File: src/rtl/brnch_pkg.sv
// Shared types and default parameters for the branch resolution unit.
//   brr_state_t : recovery FSM state (NORMAL / RECOVER)
//   ADDR_W_DEF  : default PC/address width
//   CNT_W_DEF   : default performance counter width
package brnch_pkg;

  typedef enum logic {NORMAL, RECOVER} brr_state_t;

  localparam int ADDR_W_DEF = 32;
  localparam int CNT_W_DEF  = 16;

endpackage

File: src/rtl/sat_counter.sv
// Saturating up-counter used for branch performance monitoring.
// Ports:
//   clk : clock, rising edge
//   rst : synchronous active-high reset, clears the count
//   inc : increment request for this cycle
//   cnt : current count, holds at all-ones instead of wrapping
module sat_counter #(
  parameter int WIDTH = 16
) (
  input  logic             clk,
  input  logic             rst,
  input  logic             inc,
  output logic [WIDTH-1:0] cnt
);

  always_ff @(posedge clk) begin
    if (rst) begin
      cnt <= '0;
    end else if (inc && (cnt != {WIDTH{1'b1}})) begin
      cnt <= cnt + WIDTH'(1);
    end
  end

endmodule

File: src/rtl/brnch_resolve_unit.sv
// Branch resolution and misprediction recovery.
// Carries the IF-stage prediction into ID in a shadow register, compares it
// with the outcome resolved in ID, and on a mismatch squashes IF/ID and
// redirects fetch. One RECOVER cycle follows each redirect so the squashed
// instruction now sitting in ID cannot resolve.
// Ports:
//   clk, rst                : clock, synchronous active-high reset
//   stall_IF_ID             : hazard stall, IF/ID holds, nothing resolves
//   brch_instr_detectd_IF   : branch in IF
//   predict_br_taken        : predictor output for the IF branch
//   pc_plus4_IF             : PC+4 of the IF instruction
//   brch_instr_detectd_ID   : branch in ID, resolved this cycle
//   actual_brch_result      : resolved outcome (1 = taken)
//   brch_target_ID          : resolved taken target
//   flush_IF_ID             : squash the IF instruction (combinational)
//   redirect_valid          : load redirect_pc at next edge (combinational)
//   redirect_pc             : corrected fetch address, 0 when not redirecting
//   branch_cnt              : resolved branches, saturating
//   mispredict_cnt          : mispredicted branches, saturating
module brnch_resolve_unit
  import brnch_pkg::*;
#(
  parameter int ADDR_W = ADDR_W_DEF,
  parameter int CNT_W  = CNT_W_DEF
) (
  input  logic              clk,
  input  logic              rst,
  input  logic              stall_IF_ID,
  input  logic              brch_instr_detectd_IF,
  input  logic              predict_br_taken,
  input  logic [ADDR_W-1:0] pc_plus4_IF,
  input  logic              brch_instr_detectd_ID,
  input  logic              actual_brch_result,
  input  logic [ADDR_W-1:0] brch_target_ID,
  output logic              flush_IF_ID,
  output logic              redirect_valid,
  output logic [ADDR_W-1:0] redirect_pc,
  output logic [CNT_W-1:0]  branch_cnt,
  output logic [CNT_W-1:0]  mispredict_cnt
);

  brr_state_t        state;
  logic              pred_vld_ID;
  logic              pred_taken_ID;
  logic [ADDR_W-1:0] pc_plus4_ID;

  logic resolve;
  logic eff_pred;
  logic mispredict;

  // A branch with no valid shadow entry is treated as predicted not-taken.
  assign eff_pred   = pred_taken_ID & pred_vld_ID;
  assign resolve    = brch_instr_detectd_ID & ~stall_IF_ID & (state == NORMAL);
  assign mispredict = resolve & (eff_pred != actual_brch_result);

  always_comb begin
    flush_IF_ID    = mispredict;
    redirect_valid = mispredict;
    redirect_pc    = '0;
    if (mispredict) begin
      redirect_pc = actual_brch_result ? brch_target_ID : pc_plus4_ID;
    end
  end

  // Shadow of the prediction travelling with the branch from IF into ID.
  always_ff @(posedge clk) begin
    if (rst) begin
      pred_vld_ID   <= 1'b0;
      pred_taken_ID <= 1'b0;
      pc_plus4_ID   <= '0;
    end else if (!stall_IF_ID) begin
      if (flush_IF_ID) begin
        pred_vld_ID   <= 1'b0;
        pred_taken_ID <= 1'b0;
      end else begin
        pred_vld_ID   <= brch_instr_detectd_IF;
        pred_taken_ID <= predict_br_taken & brch_instr_detectd_IF;
        pc_plus4_ID   <= pc_plus4_IF;
      end
    end
  end

  always_ff @(posedge clk) begin
    if (rst) begin
      state <= NORMAL;
    end else begin
      case (state)
        NORMAL:  state <= mispredict ? RECOVER : NORMAL;
        RECOVER: state <= NORMAL;
      endcase
    end
  end

  sat_counter #(.WIDTH(CNT_W)) u_branch_cnt (
    .clk (clk),
    .rst (rst),
    .inc (resolve),
    .cnt (branch_cnt)
  );

  sat_counter #(.WIDTH(CNT_W)) u_mispredict_cnt (
    .clk (clk),
    .rst (rst),
    .inc (mispredict),
    .cnt (mispredict_cnt)
  );

endmodule

File: config.mk
export PLATFORM = sky130hd
export DESIGN_NAME = brnch_resolve_unit
export DESIGN_NICKNAME = d
export VERILOG_FILES = /design/src/rtl/brnch_pkg.sv /design/src/rtl/sat_counter.sv /design/src/rtl/brnch_resolve_unit.sv
export SDC_FILE = /design/constraint.sdc
export NUM_CORES = 1
export LEC_CHECK = 0
export CAP_MARGIN = 20
export CELL_PAD_IN_SITES_DETAIL_PLACEMENT = 1
export CELL_PAD_IN_SITES_GLOBAL_PLACEMENT = 1
export CORE_MARGIN = 2
export CORE_UTILIZATION = 29
export CTS_BUF_LIST = sky130_fd_sc_hd__clkbuf_8
export CTS_CLUSTER_SIZE = 10
export DETAILED_ROUTE_END_ITERATION = 10
export MAX_ROUTING_LAYER = met4
export PLACE_DENSITY = 0.89
export SKIP_CTS_REPAIR_TIMING = 1
export SYNTH_ARGS = -nofsm -noshare
export SYNTH_HDL_FRONTEND = slang
export SYNTH_SLANG_ARGS = --single-unit
File: constraint.sdc
create_clock -name clk -period 2.1 [get_ports clk]
set_clock_uncertainty 0.15 [all_clocks]
set_input_delay 0.315 -clock clk [delete_from_list [all_inputs] [get_ports clk]]
set_output_delay 0.315 -clock clk [all_outputs]
set_load 0.05 [all_outputs]
==> Yosys cells after proc, flatten, opt, wreduce, memory -nomap -nowiden <==
Cells that the tools add are included.
{ "classes": {"n_lt_le_gt_ge": 0, "n_bitwise": 8, "n_shift": 0, "addsub": 2, "reduce_logical": 3, "n_mux": 6, "mul": 0, "n_div": 0, "n_eq_ne": 3} }
{ "ops": {"columns": ["cell", "n"], "rows": [
  ["$mux W32", 2],
  ["$add A16 B1 Y16 const B", 2],
  ["$ne A16 B16 Y1 const B", 2],
  ["$and A1 B1 Y1", 5],
  ["$mux W1", 3],
  ["$not A1 Y1", 3],
  ["$logic_and A1 B1 Y1", 2],
  ["$pmux W1 S2", 1],
  ["$reduce_and A2 Y1", 1],
  ["$ne A1 B1 Y1", 1]
]} }
{ "word_totals": {"word_cells": 28, "output_inout_bits": 66, "romBits": 0, "ramBits": 0, "mem_count": 0, "in_bits": 71, "reg_bits": 67, "latch_bits": 0} }

==> Logic depth before layout (Yosys ltp) <==
{ "depth": {"depth_word": 6, "ltp_mapped": 8, "ltp_nobuf": 5} }

==> Cells and area by module <==
A second synthesis with hierarchy kept.
{ "unflattened": {"hier_cells": 562, "hier_area_um2": 4603.2} }
{ "modules_own_cells": {"columns": ["mod", "cells_per_inst", "area_each_um2", "seq_area_each_um2", "instances"], "rows": [
  ["brnch_resolve_unit", 364, 2906.5, 700.7, 1],
  ["sat_counter", 99, 848.3, 320.3, 2]
]} }

==> Least setup slack after synthesis <==
No wires, ideal clock.
{ "synth_path": {"path_type": "input port to output port", "from": "input stall_IF_ID", "to": "output redirect_pc[12]", "stages": 7, "required_ns": 1.635, "slack_ns": -0.632, "path_buffers": 4, "arrival_ns": 2.267, "cell_sequence": "buf_6 -> or3b_4 -> a21o_1 -> clkbuf_1 -> clkbuf_1 -> clkbuf_1 -> nor2_1"} }
{ "synth_via": {"elab_chain_cells": 5} }
{ "synth_rtl": {"columns": ["item", "line_no", "source"], "rows": [
  ["start, declared", "brnch_resolve_unit.sv:28", "input logic stall_IF_ID,"],
  ["$not A1 Y1 (no line)", null, null],
  ["$and A1 B1 Y1 (2 in series)", "brnch_resolve_unit.sv:53", "assign resolve = brch_instr_detectd_ID & ~stall_IF_ID & (state == NORMAL);"],
  ["$and A1 B1 Y1", "brnch_resolve_unit.sv:54", "assign mispredict = resolve & (eff_pred != actual_brch_result);"],
  ["$mux W32", "brnch_resolve_unit.sv:60", "if (mispredict) begin"],
  ["end, declared", "brnch_resolve_unit.sv:37", "output logic [ADDR_W-1:0] redirect_pc,"]
]} }
Every way passes these cells.

==> Final worst setup path <==
{ "layout_path": {"from": "register state", "to": "output redirect_pc[20]"} }
{ "layout_via": {"elab_chain_cells": 4} }
{ "layout_rtl": {"columns": ["item", "line_no", "source"], "rows": [
  ["start, declared", "brnch_resolve_unit.sv:42", "brr_state_t state;"],
  ["start signal, assigned", "brnch_resolve_unit.sv:88", "NORMAL: state <= mispredict ? RECOVER : NORMAL;"],
  ["$not A1 Y1", "brnch_resolve_unit.sv:53", null],
  ["$and A1 B1 Y1", "brnch_resolve_unit.sv:53", null],
  ["$and A1 B1 Y1", "brnch_resolve_unit.sv:54", null],
  ["$mux W32", "brnch_resolve_unit.sv:60", null]
]} }
Every way passes these cells.

==> run metrics <==
crit-path max FO 8; critical path endpoint category output port; Seq/Total Area, Yosys 38.22%; WL per Instance approximately 19 um; Slew @ Worst Pin 0.8461 ns; failing checks negative setup slack; Row Count 40; required time worst endpoint between 1.5 and 2 ns; Syn Inst Count ~440; Die ar. 13000 um^2; die height 114.0 um; Syn Nets just over 500; critical path class reg -> out; Worst Setup Slack, final -0.1710 ns; DRT iter0 DRCs 185; Synth Register Bits between 60 and 70; routed vias/inst 5.444; synth unique cells 40; Post-DP Area 5816 um^2; Mapped Area 3510 um^2; Total GRT Usage 21.39%; arrival time at the worst endpoint 1.81 ns; Final HPWL DP a little over 10000 um; largest net degree at the start of global routing 44; power consumption 0.002966 W; CTS tree built; wirelength, routed 14260 um; ranking of synthesized cells by area dfxtp_1, mux2i_1, a21oi_1; min cycle time layout 2.271 ns; worst rel slew slack 43.59%; Main synth FF type dfxtp_1; cell taking the most area after synthesis dfxtp_1; Starting Density 29.46%; Slowest cell on crit path or3b_4; unrepaired setup endpoints after global routing yes; number of synthesized flops with an enable pin 0; first-pass GRT wire length between 20000 and 25000 um; Detailed Routing Iterations Pass 1 4; CP Cell Sequence or3b_4 -> a21o_4 -> clkbuf_16 -> nor2_4 -> buf_12; design area 6274 um^2; Post-synth ARST share 0%; vias in the first global route 4213; highest clock rate 0.4403 GHz; status finished, violations left; Slew Limit Fails 0; # IOs 137; core area ~12000 um^2; Syn Area/Cell 7.995 um^2; Sink Count 67; Final Setup Violations 40; chip width 114.0 um; maximum capacitance violations 0; DR DRC count 0; post-synth top area share 38.22%; nets@finish 665; Routability Congestion 0.7855; critical path launch point type flip-flop; synth-to-layout area growth 78.75%; Reg clk slew, reported paths 0.08 ns; CTS buffer count 9; initial antenna violation count 1; layout cell share with drive strength beyond 1 31.16%; worst min-delay path class reg -> reg; R2R Setup Slk -0.03 ns; yosys warns 0; H-Tree Level Count 3; via count 4056; clk buf depth 2; Buffers on Ports 136; Root Driver clkbuf_8; leak pwr 2.377 nW; clk_lat worst skew 0.34 ns; period utilization 108.1%; Max VDD drop around 0.26 mV; post-route ant nets 0; GR Overflow Total 0; power per standard cell area 472.8 nW/um^2; Post-Place Worst Slack -0.5168 ns; Critical Path Max Stage Delay a little over 0.4 ns; Fin. Hold Viols 0
power breakdown:
| part | switching [W] | leakage [nW] | internal, W |
|---|---|---|---|
| Clock | 0.000526 | 0.0925 | 0.000485 |
| Sequential | 0.0000275 | 0.559 | 0.00131 |
| Combinational | 0.000311 | 1.73 | 0.000304 |
through the flow:
stage	setup TNS, ns	util (%)	hold WS, ns	cells
after floorplan	-3.258	-	0.2955	439
after global placement	-24.29	48.82	0.3106	719
after detailed placement	-29.56	48.82	0.3283	719
after CTS	-12.74	50.34	0.3375	735
after global routing	-8.023	52.67	0.3636	745
final	-5.025	52.67	0.3383	745
layout make-up:
class / count / area, um^2
fill: 1337 / 5638
multi-input combinational: 328 / 2357
timing repair buffer: 176 / 2138
sequential: 67 / 1374
tap: 147 / 183.9
clock buffer: 11 / 151.4
inverter: 10 / 37.54
clock inverter: 5 / 28.78
antenna: 1 / 2.502
per-layer routing:
layer  routed length (um)  GRT usage [%]
met3                  639          3.348
met5                    0              -
met4                  208          5.854
met2                 7479          38.10
met1                 5934          25.00
cell usage after synthesis (all sizes together) (9+ instances only):
library cell  number
nor4               9
inv                9
nand4             15
nor2              48
nand3             41
mux2               9
buf               10
dfxtp             67
nand2             11
or4                9
nor2b              9
mux2i             33
o21ai             41
a21oi             51
clkbuf            25
kinds of logic (layout without fill, tap and decap cells):
group	after synthesis	after routing	synth area share [%]
and+or+nand+nor	170	170	25.45
AOI/OAI and AO/OA	113	114	18.15
DFF	67	67	38.22
buffers and inverters	45	202	5.169
muxes	42	42	12.30
adders and majority gates	2	2	0.7129
other	0	1	0
final timing paths:
kind,startpoint,end,depth (start not counted)
setup reg to reg,state,u_mispredict_cnt.cnt[5],5
hold / removal,pc_plus4_ID[12],pc_plus4_ID[12],2
setup / recovery,state,redirect_pc[20],5
hold reg to reg,pc_plus4_ID[12],pc_plus4_ID[12],2
worst max-delay path: cells and delay by family (launching register included):
kind	cells	cell delay, ns
compound gates	1	0.26
buf+inv	2	0.34
flops	1	0.33
simple gates	2	0.53
placed cells by master, fill, tap and decap left out, types with 3 or more instances in the layout:
cell type,n
nand3_1,41
and4_1,5
o31ai_1,6
nor2_4,32
inv_1,10
buf_4,33
nand4_1,15
dlymetal6s2s_1,10
nor4_4,3
a21oi_1,47
or2_2,3
nor2b_1,9
mux2_2,9
nor4_2,4
dfxtp_2,26
o21ai_0,40
nor2_1,16
or3_1,6
mux2i_1,33
clkbuf_8,11
clkbuf_16,3
or4_4,4
and3_1,6
clkdlybuf4s50_1,88
a311oi_1,4
or4_1,5
buf_12,38
dfxtp_1,41
a21oi_2,4
nor3_1,3
nand2_1,11
sequential cells by signal, indices dropped and copies added (netlist names):
register              count
u_branch_cnt.cnt         16
pred_taken_ID             1
state                     1
pc_plus4_ID              32
pred_vld_ID               1
u_mispredict_cnt.cnt     16
Note: power is estimated with default switching activity, not from simulation.
